$ cat src/rtl/unified_mem_arbiter.sv
// unified_mem_arbiter
//   Shares one single-ported, fixed-latency memory between the instruction
//   fetch (F stage) and data access (M stage) requesters. Handles one
//   transaction at a time: IDLE (arbitrate) -> ISSUE (MemReq strobe) ->
//   WAIT (MEM_LAT cycles) -> RESP (one-cycle Ready pulse to the owner).
//   When both requesters ask at once, data wins unless it won last time.
//
// Ports
//   clk, rst            clock, synchronous active-high reset
//   IReqF/IAddrF        fetch request (held until IReadyF) and address
//   IRdataF/IReadyF     registered fetch data and completion pulse
//   DReqM/DWeM/DAddrM   data request, store select, address
//   DWdataM             store data
//   DRdataM/DReadyM     registered load data and completion pulse
//   MemReq/MemWe        memory command strobe and qualified write enable
//   MemAddr/MemWdata    memory command address / write data
//   MemRdata            memory read data, valid MEM_LAT cycles after MemReq
//   StallF/StallM       requester waiting (request high, no Ready this cycle)
module unified_mem_arbiter #(
  parameter int ADDR_W  = 32,
  parameter int DATA_W  = 32,
  parameter int MEM_LAT = 2
) (
  input  logic              clk,
  input  logic              rst,
  input  logic              IReqF,
  input  logic [ADDR_W-1:0] IAddrF,
  output logic [DATA_W-1:0] IRdataF,
  output logic              IReadyF,
  input  logic              DReqM,
  input  logic              DWeM,
  input  logic [ADDR_W-1:0] DAddrM,
  input  logic [DATA_W-1:0] DWdataM,
  output logic [DATA_W-1:0] DRdataM,
  output logic              DReadyM,
  output logic              MemReq,
  output logic              MemWe,
  output logic [ADDR_W-1:0] MemAddr,
  output logic [DATA_W-1:0] MemWdata,
  input  logic [DATA_W-1:0] MemRdata,
  output logic              StallF,
  output logic              StallM
);

  typedef enum logic [1:0] {
    S_IDLE  = 2'd0,
    S_ISSUE = 2'd1,
    S_WAIT  = 2'd2,
    S_RESP  = 2'd3
  } state_t;

  localparam logic [3:0] LAT_M1 = 4'(MEM_LAT - 1);

  state_t              r_state;
  state_t              w_state_nxt;
  logic                r_last_d;
  logic [3:0]          r_cnt;
  logic                r_own_d;
  logic                r_cmd_we;
  logic [ADDR_W-1:0]   r_cmd_addr;
  logic [DATA_W-1:0]   r_cmd_wdata;
  logic                r_iready;
  logic                r_dready;
  logic [DATA_W-1:0]   r_irdata;
  logic [DATA_W-1:0]   r_drdata;

  logic                w_grant;
  logic                w_grant_d;
  logic                w_cnt_zero;

  // Arbitration: data wins a tie unless it also won the previous grant.
  always_comb begin
    w_grant    = (r_state == S_IDLE) & (IReqF | DReqM);
    w_grant_d  = DReqM & (~IReqF | ~r_last_d);
    w_cnt_zero = (r_cnt == 4'd0);
  end

  always_comb begin
    w_state_nxt = r_state;
    case (r_state)
      S_IDLE:  if (w_grant) w_state_nxt = S_ISSUE;
      S_ISSUE: w_state_nxt = S_WAIT;
      S_WAIT:  if (w_cnt_zero) w_state_nxt = S_RESP;
      S_RESP:  w_state_nxt = S_IDLE;
      default: w_state_nxt = S_IDLE;
    endcase
  end

  always_ff @(posedge clk) begin
    if (rst) begin
      r_state <= S_IDLE;
    end else begin
      r_state <= w_state_nxt;
    end
  end

  // Command latch at grant, wait counter, response capture.
  always_ff @(posedge clk) begin
    if (rst) begin
      r_last_d    <= 1'b0;
      r_cnt       <= 4'd0;
      r_own_d     <= 1'b0;
      r_cmd_we    <= 1'b0;
      r_cmd_addr  <= '0;
      r_cmd_wdata <= '0;
      r_iready    <= 1'b0;
      r_dready    <= 1'b0;
      r_irdata    <= '0;
      r_drdata    <= '0;
    end else begin
      r_iready <= 1'b0;
      r_dready <= 1'b0;
      case (r_state)
        S_IDLE: begin
          if (w_grant) begin
            r_own_d     <= w_grant_d;
            r_last_d    <= w_grant_d;
            r_cmd_we    <= w_grant_d & DWeM;
            r_cmd_addr  <= w_grant_d ? DAddrM : IAddrF;
            // A fetch carries no write data.
            r_cmd_wdata <= w_grant_d ? DWdataM : '0;
          end
        end
        S_ISSUE: begin
          r_cnt <= LAT_M1;
        end
        S_WAIT: begin
          if (w_cnt_zero) begin
            if (r_own_d) begin
              r_dready <= 1'b1;
              // A store leaves the load data register untouched.
              if (!r_cmd_we) r_drdata <= MemRdata;
            end else begin
              r_iready <= 1'b1;
              r_irdata <= MemRdata;
            end
          end else begin
            r_cnt <= r_cnt - 4'd1;
          end
        end
        default: begin
        end
      endcase
    end
  end

  // Memory command: strobe only in ISSUE; address/data hold between commands.
  always_comb begin
    MemReq   = (r_state == S_ISSUE);
    MemWe    = (r_state == S_ISSUE) & r_cmd_we;
    MemAddr  = r_cmd_addr;
    MemWdata = r_cmd_wdata;
    IRdataF  = r_irdata;
    IReadyF  = r_iready;
    DRdataM  = r_drdata;
    DReadyM  = r_dready;
    StallF   = IReqF & ~r_iready;
    StallM   = DReqM & ~r_dready;
  end

endmodule

$ cat config.mk
export PLATFORM = sky130hd
export DESIGN_NAME = unified_mem_arbiter
export DESIGN_NICKNAME = d
export VERILOG_FILES = /design/src/rtl/unified_mem_arbiter.sv
export SDC_FILE = /design/constraint.sdc
export NUM_CORES = 1
export LEC_CHECK = 0
export CAP_MARGIN = 20
export CORE_AREA = 2 2 92 161
export CTS_CLUSTER_SIZE = 40
export DETAILED_ROUTE_END_ITERATION = 8
export DIE_AREA = 0 0 94 163
export MAX_ROUTING_LAYER = met4
export PLACE_DENSITY = 0.82
export RECOVER_POWER = 50
export SYNTH_ARGS = -nofsm -noshare
export SYNTH_HDL_FRONTEND = slang
export SYNTH_SLANG_ARGS = --single-unit
$ cat constraint.sdc
create_clock -name clk -period 2.35 [get_ports clk]
set_clock_uncertainty 0.05 [all_clocks]
set_input_delay 0.47 -clock clk [delete_from_list [all_inputs] [get_ports clk]]
set_output_delay 0.47 -clock clk [all_outputs]
set_load 0.01 [all_outputs]
* Word level (Yosys, flattened, before mapping)
Cells that the tools add are included.
** Storage, ports and cells
- Bits in registers :: 138
- Output and inout bits :: 134
- Input port bits :: 133
** Cells by class
- Muxes and demuxes :: 9
- Equality and inequality tests :: 6
- Add/subtract/negate cells :: 1
- Reduce and logical (&&, ||, !) cells :: 9
- Bitwise gates (word level) :: 15
** Operators by type and width (number)
- $mux W32 :: 2
- $pmux W2 S4 :: 1
- $pmux W4 S2 :: 1
- $not A1 Y1 :: 7
- $and A1 B1 Y1 :: 6
- $ne A2 B2 Y1 const B :: 3
- $reduce_and A2 Y1 :: 3
- $eq A2 B2 Y1 const B :: 2
- $logic_not A4 Y1 :: 1
- $mux W2 :: 2
- $mux W4 :: 1
- $reduce_and A4 Y1 :: 1
- $sub A4 B1 Y4 const B :: 1
- $reduce_and A3 Y1 :: 1
- $reduce_or A3 Y1 :: 1
- $eq A2 B1 Y1 const B :: 1
- $logic_not A2 Y1 :: 1
- $mux W1 :: 2
- $or A1 B1 Y1 :: 2
- $reduce_bool A2 Y1 :: 1

* Logic depth before layout (Yosys ltp)
Gate-level depths: netlist of the first run.
- Depth in word-level cells :: 4
- Depth in mapped cells :: 7
- Depth with buffers taken out :: 5

* Worst setup path before layout of the first run
OpenSTA, ideal clock, no wires.
- Path kind :: flip-flop to flip-flop
- From :: register r_cnt[0]
- To :: register r_irdata[10], in the netlist IRdataF[10]
- Cell stages (with the launch flop) :: 8
- Setup slack :: 0.627 ns
- Required time :: 2.228 ns
- Path buffers :: 2
- Arrival :: 1.601 ns
- Library setup time :: 0.072 ns
- Path through :: dfxtp_1 inv_1 ha_1 or3b_1 buf_2 nor3_4 buf_6 mux2i_1
** Between the ends
- Cells in the longest elaborated chain, start to end :: 2
** RTL lines
- start, declared :: line 57 : logic [3:0] r_cnt;
- start signal, assigned :: line 138 : r_cnt <= r_cnt - 4'd1;
- $logic_not A4 Y1 :: line 75 : w_cnt_zero = (r_cnt == 4'd0);
- $reduce_and A3 Y1 (no source line)
- end signal, assigned :: line 135 : r_irdata <= MemRdata;
- end, declared :: line 64 : logic [DATA_W-1:0] r_irdata;
No other way between the ends.
A chain may end at the register's enable or synchronous reset.

* Final worst setup path of the first run
- From :: input port DReqM
- To :: register r_cmd_addr[29], in the netlist MemAddr[29]
** Between the ends
- Cells in the longest elaborated chain, start to end :: 3
- Elaborated cells on any way between the ends :: 5
** RTL lines
- start, declared :: line 30 : input logic DReqM,
- $or A1 B1 Y1 :: line 73 : w_grant = (r_state == S_IDLE) & (IReqF | DReqM);
- $and A1 B1 Y1 :: line 73
- $reduce_and A2 Y1 (no source line)
- end signal, assigned :: line 119 : r_cmd_addr <= w_grant_d ? DAddrM : IAddrF;
- end, declared :: line 60 : logic [ADDR_W-1:0] r_cmd_addr;
Parallel ways exist; a longest one is shown, timed or not.

==> impl_metrics.csv, run 1 <==
group,metric,value,unit
status,status,"completed",
timing,min_period_over_period,0.926,
setup_path,r2r_end,"DRdataM[18]",
final_layout,layout.nets,940,
placement,detailedPlacementHpwl,12100,µm
logic_synthesis,mappedNetlistArea,5650,µm²
drt,ant_nets,0,
min_path,min_from,"IRdataF[15]",
setup_path,endpoint_kind,"flop",
timing,rsz0062_at_grt,"false",
logic_synthesis,postSynthCellCount,555,
grt,number_of_antenna_violations_at_the_first_check_in_global_routing,1,
setup_path,arrival,2.44,ns
grt,grt_start_max_net_pins,76,
timing,worst_slew_pin_tran,0.758,ns
drt,dr.pass1.iters,4,
grt,global_route.usage.total,0.220,
cts,cts_hold_repair.buffers,0,
power,power_leakage,3.68,nW
grt,grt_pass1_vias,5257,
drt,drt-vias-per-instance,5.07,
drt,number_of_remaining_drc_errors,0,
placement,io_buffer_count,266,
setup_path,crit_path_start,"DReqM",
cts,htreeDepth,4,
power,switching_pwr,0.00271,W
drt,post_detailed_route_wirelength_per_cell,16.7,µm
setup_path,required,2.61,ns
timing,final_layout_setup_total_negative_slack,0,ns
timing,timing.final.setup_violations,0,
power,comb_power_share,0.329,
floorplanning,fp.dieArea,15300,µm²
placement,gp_congestion,0.821,
min_path,hold-path-endpoint,"IRdataF[15]",
flow_run,number_of_max_capacitance_violations_reported,0,
cts,cts_root_buffer,"sky130_fd_sc_hd__clkbuf_16",
final_layout,mostFrequentLayoutCells,"sky130_fd_sc_hd__clkdlybuf4s50_1 (219), sky130_fd_sc_hd__dfxtp_1 (138), sky130_fd_sc_hd__nand2b_1 (99)",
logic_synthesis,syn-num-nets,692,
floorplanning,io_pins,267,
timing,maxClockFrequency,459,MHz
final_layout,final_layout_size_suffix_gt1_frac,0.0564,
cts,numCtsBuffers,17,
setup_path,startpoint_type,"primary input",
timing,finalWorstSetupSlack,0.173,ns
power,irDropWorstVdd,512,µV
floorplanning,floorplan.initialDensity,0.399,
power,power.internal,0.00609,W
cts,tritoncts,"done",
power,p_clk_frac,0.321,
min_path,min_path_cells,2,
final_layout,layout.cells.most_common,"sky130_fd_sc_hd__clkdlybuf4s50_1",
cts,clock_tree.buffer_depth,2,
drt,finalWirelength,16600,µm
power,pwr_density_cell,968,nW/µm²
timing,finalHoldViolations,0,
floorplanning,design.core.area,14200,µm²
floorplanning,fp.dieW,94,µm
placement,post-place-ws,0.207,ns
setup_path,worstRegToRegCells,6,
logic_synthesis,synth.distinct_cells,33,
grt,grt_first_pass_wirelength,26000,µm
min_path,hp-class,"flop to flop",
logic_synthesis,ys_ff_latch,138,
grt,grt_overflow,0,
floorplanning,die_h,163,µm
setup_path,worstReg2RegStart,"r_cnt[0]",
drt,num_vias,5056,
logic_synthesis,synth.yosys.seq_area_share,0.489,
setup_path,critical_path_peak_fanout,23,
final_layout,area_delta_synth_final,60.9,%
timing,min_period,2.18,ns
logic_synthesis,synth.avg_cell_area,10.2,µm²
setup_path,critPathKind,"primary input to flop",
logic_synthesis,synth_warnings,0,
floorplanning,core.rowCount,58,
cts,cts.clk_slew.worst_paths,0.06,ns
setup_path,regToRegSetupSlack,0.27,ns
cts,clock-sinks,138,
drt,initialDrtViolationCount,189,
timing,slew_violations,0,
timing,max-slew-margin-rel,0.495,
power,power_switching_share,0.308,
power,power.sequential.fraction,0.350,
cts,clk_latency_worst_skew_pair,0.41,ns
[final cells by class]
cell class	instances	area, µm²
Tap cell	180	225
Multi-Input combinational cell	363	2650
Antenna cell	1	2.50
Timing Repair Buffer	278	2810
Inverter	5	18.8
Fill cell	1145	5060
Clock buffer	20	437
Sequential cell	138	2760
Clock inverter	12	189
[power by group through the flow]
| stage | sequential [W] | clock [W] | combinational, W |
|---|---|---|---|
| 2_1_floorplan | 0.00330 | 0 | 0.00133 |
| 4_1_cts | 0.00309 | 0.00289 | 0.00303 |
| 6_report | 0.00308 | 0.00283 | 0.00289 |
| 3_3_place_gp | 0.00309 | 0 | 0.00291 |
| 5_1_grt | 0.00313 | 0.00299 | 0.00313 |
| 3_5_place_dp | 0.00313 | 0 | 0.00301 |
[cells in the mapped netlist]
master                       n  area share
sky130_fd_sc_hd__nand3_1     2      0.0018
sky130_fd_sc_hd__nand4b_1    1      0.0016
sky130_fd_sc_hd__or2_2       1      0.0011
sky130_fd_sc_hd__buf_4       2      0.0027
sky130_fd_sc_hd__ha_1        4      0.0089
sky130_fd_sc_hd__buf_1       3      0.0020
sky130_fd_sc_hd__buf_2      11      0.0097
sky130_fd_sc_hd__a311oi_1    1      0.0016
sky130_fd_sc_hd__nand2b_1   99        0.11
sky130_fd_sc_hd__nor2_1     69       0.046
sky130_fd_sc_hd__a211oi_1   35       0.047
sky130_fd_sc_hd__and2_1      1      0.0011
sky130_fd_sc_hd__a22oi_1     1      0.0013
sky130_fd_sc_hd__or4_1       1      0.0013
sky130_fd_sc_hd__inv_1       5      0.0033
sky130_fd_sc_hd__nor2b_1     3      0.0033
sky130_fd_sc_hd__o21ai_1     1     0.00089
sky130_fd_sc_hd__a21oi_1     2      0.0018
sky130_fd_sc_hd__a32oi_1    33       0.051
sky130_fd_sc_hd__nor3_4      1      0.0029
sky130_fd_sc_hd__nor3b_2     1      0.0022
sky130_fd_sc_hd__or3_1       2      0.0022
sky130_fd_sc_hd__or3b_1      1      0.0016
sky130_fd_sc_hd__dfxtp_1   138        0.49
sky130_fd_sc_hd__buf_6       3      0.0060
sky130_fd_sc_hd__o21a_1      1      0.0013
sky130_fd_sc_hd__o211ai_1    2      0.0027
sky130_fd_sc_hd__nor4_1      1      0.0011
sky130_fd_sc_hd__a22o_1      1      0.0016
sky130_fd_sc_hd__clkbuf_1   30       0.020
sky130_fd_sc_hd__a21boi_1    1      0.0013
sky130_fd_sc_hd__mux2i_1    97        0.17
sky130_fd_sc_hd__o21ai_0     1     0.00089
[flip-flops by register name, summed over array words and instances (netlist names)]
signal	flops
r_own_d	1
r_cmd_we	1
DReadyM	1
r_state	2
MemWdata	32
MemAddr	32
IRdataF	32
DRdataM	32
r_cnt	4
IReadyF	1
[what timing repair did]
item                       4_1_cts  5_1_grt
setup buffers                    0        0
gates resized for setup          0        2
setup endpoints to repair        0        1
[worst max-delay path: stages]
cell,delay (ns)
sky130_fd_sc_hd__clkdlybuf4s50_1,0.47
sky130_fd_sc_hd__buf_4,0.13
sky130_fd_sc_hd__a21boi_4,0.20
sky130_fd_sc_hd__clkbuf_2,0.62
sky130_fd_sc_hd__mux2i_1,0.22
sky130_fd_sc_hd__a211oi_1,0.31
[metal layers]
metal / vias up / global-route usage / share of wire
li1: 2447 / - / -
met1: 2350 / 0.221 / 0.35
met2: 229 / 0.394 / 0.54
met3: 30 / 0.0588 / 0.079
met4: 0 / 0.0942 / 0.025
met5: - / - / 0
[per-stage QoR]
step                      hold slack, ns   util  area [µm²]  cells  total power (W)
after floorplan                    0.409      -        5650    555          0.00462
after global placement             0.408  0.602        8510    964          0.00601
after detailed placement           0.413  0.602        8510    964          0.00615
after CTS                          0.428  0.646        9140    996          0.00901
after global routing               0.438  0.642        9090    997          0.00926
final                              0.418  0.642        9090    997          0.00880
[worst max-delay path by stage]
stage and endpoint:
2_1_floorplan IRdataF[10], 3_3_place_gp StallF, 3_5_place_dp StallM, 4_1_cts MemWe
5_1_grt MemAddr[28], 6_report MemAddr[29]
[kinds of logic after synthesis]
family | after synthesis | synth area share
AOI/OAI and AO/OA | 79 | 0.111
adders and majority gates | 4 | 0.00886
buffers and inverters | 54 | 0.0436
DFF | 138 | 0.489
muxes | 97 | 0.172
and+or+nand+nor | 183 | 0.176
(Power assumes the default switching activity.)
==> run 2: changes to the inputs <==
--- a/config.mk
+++ b/config.mk
@@ -10,6 +10,7 @@
 export CTS_CLUSTER_SIZE = 40
 export DETAILED_ROUTE_END_ITERATION = 8
 export DIE_AREA = 0 0 94 163
+export GPL_ROUTABILITY_DRIVEN = 0
 export MAX_ROUTING_LAYER = met4
 export PLACE_DENSITY = 0.82
 export RECOVER_POWER = 50
==> results of run 2 <==
Final layout, timing and power as in run 1 (identical DEF).
